## src/rtl/mul_issue_ctrl.sv

```systemverilog
// Sequencing controller for the 32x32 multiplier: magnitude/sign split, registered
// sign fix-up and half select, plus a one-entry last-product cache for fused pairs.

module Multiplier32_wallace (
   input  logic [31:0] a,
   input  logic [31:0] b,
   output logic [63:0] p
);
   assign p = {32'b0, a} * {32'b0, b};
endmodule

module mul_issue_ctrl #(
   parameter bit BYPASS_EN = 1'b1
) (
   input  logic        clk,
   input  logic        rst,
   input  logic        flush,
   input  logic        in_valid,
   output logic        in_ready,
   input  logic [1:0]  in_op,
   input  logic [31:0] in_a,
   input  logic [31:0] in_b,
   output logic        out_valid,
   input  logic        out_ready,
   output logic [31:0] out_result,
   output logic        out_hit
);

   localparam logic [1:0] IDLE = 2'd0;
   localparam logic [1:0] MUL  = 2'd1;
   localparam logic [1:0] FIX  = 2'd2;
   localparam logic [1:0] DONE = 2'd3;

   logic [1:0]  state;
   logic [1:0]  op_q;
   logic        neg_q;
   logic [31:0] mag_a_q, mag_b_q;
   logic [31:0] a_q, b_q;
   logic [1:0]  mode_q;
   logic [63:0] prod_u;

   logic        cache_valid;
   logic [31:0] key_a, key_b;
   logic [1:0]  key_mode;
   logic [63:0] cache_prod;

   logic        a_s, b_s, neg, hit;
   logic [31:0] mag_a, mag_b;
   logic [63:0] core_p, prod_s;

   assign in_ready  = (state == IDLE) & ~rst;
   assign out_valid = (state == DONE);

   assign a_s   = (in_op != 2'b11);
   assign b_s   = ~in_op[1];
   assign neg   = (a_s & in_a[31]) ^ (b_s & in_b[31]);
   assign mag_a = (a_s & in_a[31]) ? -in_a : in_a;
   assign mag_b = (b_s & in_b[31]) ? -in_b : in_b;
   assign hit   = BYPASS_EN & cache_valid & (in_a == key_a) & (in_b == key_b)
                & ({a_s, b_s} == key_mode);

   assign prod_s = neg_q ? -prod_u : prod_u;

   Multiplier32_wallace u_core (
      .a (mag_a_q),
      .b (mag_b_q),
      .p (core_p)
   );

   always_ff @(posedge clk) begin
      if (rst) begin
         state       <= IDLE;
         op_q        <= '0;
         neg_q       <= 1'b0;
         mag_a_q     <= '0;
         mag_b_q     <= '0;
         a_q         <= '0;
         b_q         <= '0;
         mode_q      <= '0;
         prod_u      <= '0;
         cache_valid <= 1'b0;
         key_a       <= '0;
         key_b       <= '0;
         key_mode    <= '0;
         cache_prod  <= '0;
         out_result  <= '0;
         out_hit     <= 1'b0;
      end else begin
         case (state)
            IDLE: begin
               // a flush coinciding with an accept kills the op before it starts
               if (in_valid && !flush) begin
                  op_q    <= in_op;
                  neg_q   <= neg;
                  mag_a_q <= mag_a;
                  mag_b_q <= mag_b;
                  a_q     <= in_a;
                  b_q     <= in_b;
                  mode_q  <= {a_s, b_s};
                  if (hit) begin
                     state      <= DONE;
                     out_result <= (in_op == 2'b00) ? cache_prod[31:0] : cache_prod[63:32];
                     out_hit    <= 1'b1;
                  end else begin
                     state   <= MUL;
                     out_hit <= 1'b0;
                  end
               end
            end
            MUL: begin
               if (flush) begin
                  state <= IDLE;
               end else begin
                  prod_u <= core_p;
                  state  <= FIX;
               end
            end
            FIX: begin
               if (flush) begin
                  state <= IDLE;
               end else begin
                  out_result  <= (op_q == 2'b00) ? prod_s[31:0] : prod_s[63:32];
                  key_a       <= a_q;
                  key_b       <= b_q;
                  key_mode    <= mode_q;
                  cache_prod  <= prod_s;
                  cache_valid <= 1'b1;
                  state       <= DONE;
               end
            end
            default: begin
               if (flush || out_ready) state <= IDLE;
            end
         endcase
      end
   end

endmodule

```

## config.mk

```make
export PLATFORM = sky130hd
export DESIGN_NAME = mul_issue_ctrl
export DESIGN_NICKNAME = d
export VERILOG_FILES = /design/src/rtl/mul_issue_ctrl.sv
export SDC_FILE = /design/constraint.sdc
export NUM_CORES = 2
export LEC_CHECK = 0
export BUFFER_PORTS_ARGS = -buffer_cell sky130_fd_sc_hd__buf_2
export CAP_MARGIN = 20
export CORE_ASPECT_RATIO = 2
export CORE_UTILIZATION = 45
export DETAILED_ROUTE_END_ITERATION = 7
export HOLD_SLACK_MARGIN = 0.05
export RECOVER_POWER = 50
export SYNTH_ARGS = -nofsm -noshare
export SYNTH_HDL_FRONTEND = slang
export SYNTH_SLANG_ARGS = --single-unit
```

## constraint.sdc

```tcl
create_clock -name clk -period 7.1 [get_ports clk]
set_input_delay 1.065 -clock clk [delete_from_list [all_inputs] [get_ports clk]]
set_output_delay 1.065 -clock clk [all_outputs]
set_load 0.01 [all_outputs]
```

==> impl_metrics.env <==
export IMPL_critPathBufInv=8
export IMPL_whs_ns=0.434
export IMPL_grt_ovfl_total=0
export IMPL_yosysSeqAreaShare_pct=14.3
export IMPL_routed_wl_um=165000
export IMPL_cts_buffers=35
export IMPL_cpPeakStageDelay_ns=0.59
export IMPL_setup_viol=35
export IMPL_violations="max-capacitance violations, max-slew violations, negative setup slack"
export IMPL_swShare_pct=45.5
export IMPL_nets=7372
export IMPL_crit_top_cell="fa_1"
export IMPL_rsz0062_at_grt="true"
export IMPL_antenna_found_initial=5
export IMPL_start_util_pct=45.4
export IMPL_clkSinkCount=361
export IMPL_grt_pass1_wl_um=254000
export IMPL_dieArea_um2=113000
export IMPL_hold_viol=0
export IMPL_cp_top_family="adder cells"
export IMPL_drc_errors=0
export IMPL_firstDrtPassIters=5
export IMPL_worstPathMaxFanout=6
export IMPL_powerDensity_nw_per_um2=186
export IMPL_post_drt_wl_per_cell_um=21.6
export IMPL_postLayoutCellArea_um2=58500
export IMPL_async_reset_ff_share_pct=0
export IMPL_post_synth_num_cell_types=74
export IMPL_critPathArrivalTime_ns=7.91
export IMPL_worst_slew_pin_slew_ns=4.00
export IMPL_synth_edff_count=0
export IMPL_finalSetupTns_ns=-8.13
export IMPL_die_w_um=239
export IMPL_layoutNonFillerInstCount=7651
export IMPL_vias=41417
export IMPL_cpMaxStageDelayCell="fa_1"
export IMPL_drtIter0Drc=2015
export IMPL_yosysMostFrequentCell="nand2_1"
export IMPL_dp_slack_ns=-0.599
export IMPL_chipHeight_um=475
export IMPL_rows=173
export IMPL_area_growth_pct=16.1
export IMPL_clock_power_share_pct=19.3
export IMPL_drtAntennaViolNets=0
export IMPL_postPlaceCellArea_um2=55800
export IMPL_placedCellCount=7556
export IMPL_postLayoutSetupSlackWorst_ns=-0.388
export IMPL_synth_commonest_cells="nand2_1 (912), inv_1 (911), fa_1 (896), and2_1 (630), clkbuf_1 (374)"
export IMPL_seqPwrFrac_pct=21.0
export IMPL_clockBufferDepth=3
export IMPL_place_gp_congestion=0.974
export IMPL_io_buffers=105
export IMPL_power_switching_mw=4.95
export IMPL_yosysTopAreaCell="fa_1"
export IMPL_mappedNetlistArea_um2=50400
export IMPL_synth_top_flop_cell="dfxtp_1"
export IMPL_htreeDepth=2
export IMPL_cts_tree="built"
export IMPL_core_area_um2=111000
export IMPL_max_slew_margin_rel_pct=-167
export IMPL_syn_area_per_cell_um2=8.56
export IMPL_cts_root_buffer="clkbuf_16"
export IMPL_status="finished, violations left"
export IMPL_grt_use_total_pct=29.6
export IMPL_p_leak_nw=27.0
export IMPL_yosys_warnings=0
export IMPL_ios=106
export IMPL_drv_slew=426
export IMPL_grt_max_degree=114
export IMPL_clock_latency_ns=0.60
export IMPL_synth_ff_latch_count=361
export IMPL_routed_via_density=5.41
export IMPL_clkTransAtPathRegs_ns=0.08
export IMPL_skew_ns=0.0367
export IMPL_synthTopCellsByArea="fa_1 (36%), dfxtp_1 (14%), and2_1 (7.8%), nand2_1 (6.8%), inv_1 (6.8%)"
export IMPL_worstHoldPathType="flip-flop to flip-flop"
export IMPL_netlist_instances=5886
export IMPL_synth_nets=7123
export IMPL_cp_end_kind="flip-flop"
export IMPL_total_power_mw=10.9
export IMPL_crit_type="flip-flop to flip-flop"
export IMPL_finalCriticalPeriod_ns=7.49
export IMPL_power_internal_mw=5.94
export IMPL_drive_above_1_share_pct=14.0
export IMPL_power_frac_comb_pct=59.6
export IMPL_min_period_over_period_pct=105
export IMPL_max_vdd_ir_drop_mv=0.210
export IMPL_place_hpwl_um=135000
export IMPL_worstPathRequired_ns=7.52
export IMPL_grt_pass1_vias=44639
export IMPL_drv_cap=7
export IMPL_synth_top_cell_area_share_pct=35.6
export IMPL_critPathLaunchType="flip-flop"
export IMPL_max_freq_mhz=134
export IMPL_finish_utilization_pct=52.7
## cell families (layout without fill, tap and decap cells)
| logic type | after synthesis | count (layout) | synth area share (%) |
|---|---|---|---|
| compound gates | 781 | 781 | 9.73 |
| fa+ha+maj | 1166 | 1166 | 42.3 |
| buf+inv | 1303 | 1577 | 9.72 |
| simple gates | 2034 | 2034 | 19.6 |
| mux | 31 | 31 | 0.646 |
| flops | 361 | 361 | 14.3 |
| other cells | 0 | 4 | 0 |
| xor+xnor | 210 | 210 | 3.65 |
## routing by layer
layer,up-vias,share of wire (%),track usage [%]
met1,20857,33,29.9
met3,604,3.9,2.97
li1,18720,-,-
met2,1230,54,55.8
met4,6,8.7,21.5
met5,-,0.022,0
## power groups by stage
| stage | clock network, mW | registers, mW | logic [mW] |
|---|---|---|---|
| final | 2.11 | 2.29 | 6.49 |
| after global routing | 2.20 | 2.30 | 7.01 |
| after CTS | 2.14 | 2.29 | 6.31 |
| after detailed placement | 0 | 2.32 | 5.94 |
| after global placement | 0 | 2.32 | 5.94 |
| after floorplan | 0 | 2.27 | 3.22 |
## registers in the layout, indices dropped and copies added, names as in the netlist, 2 cells and up
register    cells
a_q            31
b_q            31
cache_prod     64
key_a          32
key_b          32
key_mode        2
mag_a_q        32
mag_b_q        32
mode_q          2
op_q            2
out_result     32
prod_u         64
state           2
## cell usage in the layout (no fill, tap or decap), types with 13 or more instances in the layout
| cell | synthesis | final |
|---|---|---|
| inv_1 | 911 | 905 |
| nand2_1 | 912 | 905 |
| fa_1 | 896 | 865 |
| and2_1 | 630 | 623 |
| buf_4 | 0 | 394 |
| dfxtp_1 | 361 | 335 |
| a21oi_1 | 312 | 293 |
| ha_1 | 270 | 257 |
| nor2_1 | 219 | 212 |
| xor2_1 | 122 | 117 |
| a211oi_1 | 116 | 111 |
| o21ai_0 | 114 | 88 |
| xnor2_1 | 88 | 77 |
| buf_12 | 0 | 71 |
| buf_2 | 3 | 69 |
| nor3_1 | 51 | 48 |
| clkbuf_1 | 374 | 40 |
| clkbuf_16 | 0 | 38 |
| a21o_1 | 38 | 37 |
| nand4_1 | 33 | 33 |
| nor2b_1 | 32 | 31 |
| fa_2 | 0 | 31 |
| or3_1 | 28 | 27 |
| nor4_1 | 28 | 26 |
| o31ai_1 | 31 | 26 |
| or4_1 | 24 | 24 |
| a21oi_2 | 0 | 19 |
| mux2i_1 | 19 | 19 |
| buf_6 | 0 | 19 |
| dfxtp_2 | 0 | 18 |
| o41ai_1 | 18 | 16 |
| o21ai_1 | 0 | 16 |
| a31oi_1 | 21 | 16 |
| o22ai_1 | 15 | 15 |
| nand3_1 | 18 | 15 |
| o211ai_1 | 13 | 13 |
## worst register-to-register path: stages, from the launching register on
cell and delay (ns):
dfxtp_4 0.36, buf_12 0.14, buf_8 0.16, and2_4 0.15, fa_1 0.46, fa_1 0.50
fa_1 0.52, inv_2 0.04, fa_1 0.55, inv_2 0.04, fa_1 0.54, inv_2 0.04
fa_1 0.52, inv_1 0.06, fa_1 0.59, fa_2 0.48, ha_4 0.32, nand2_8 0.08
o41ai_4 0.37, a31oi_2 0.09, buf_4 0.18, o21a_4 0.21, o31ai_4 0.25, a211oi_4 0.06
buf_12 0.16, o31ai_4 0.19, xnor2_1 0.16, o21ai_1 0.08
## final timing paths
path	start	endpoint	slack, ns	cells past startpoint
worst min-delay path	b_q[7]	key_b[7]	0.43	2
worst max register to register	mag_a_q[12]	prod_u[58]	-0.39	27
worst max-delay path	mag_a_q[12]	prod_u[58]	-0.39	27
worst min register to register	b_q[7]	key_b[7]	0.43	2
## what timing repair did
action	4_1_cts	5_1_grt
hold endpoints to repair	0	0
gates resized for setup	167	127
buffers inserted	11	18
gates cloned	2	2
pin swaps	72	85
hold buffers	0	0
setup endpoints to repair	41	42
## area by class of cell
class | instances | area [um^2]
fill | 10439 | 52600
multi-input combinational | 4222 | 39400
sequential | 361 | 7280
timing repair buffer | 604 | 5300
inverter | 911 | 3420
tap | 1487 | 1860
clock buffer | 44 | 1000
clock inverter | 18 | 228
antenna | 4 | 10.0
(Power assumes the default switching activity.)
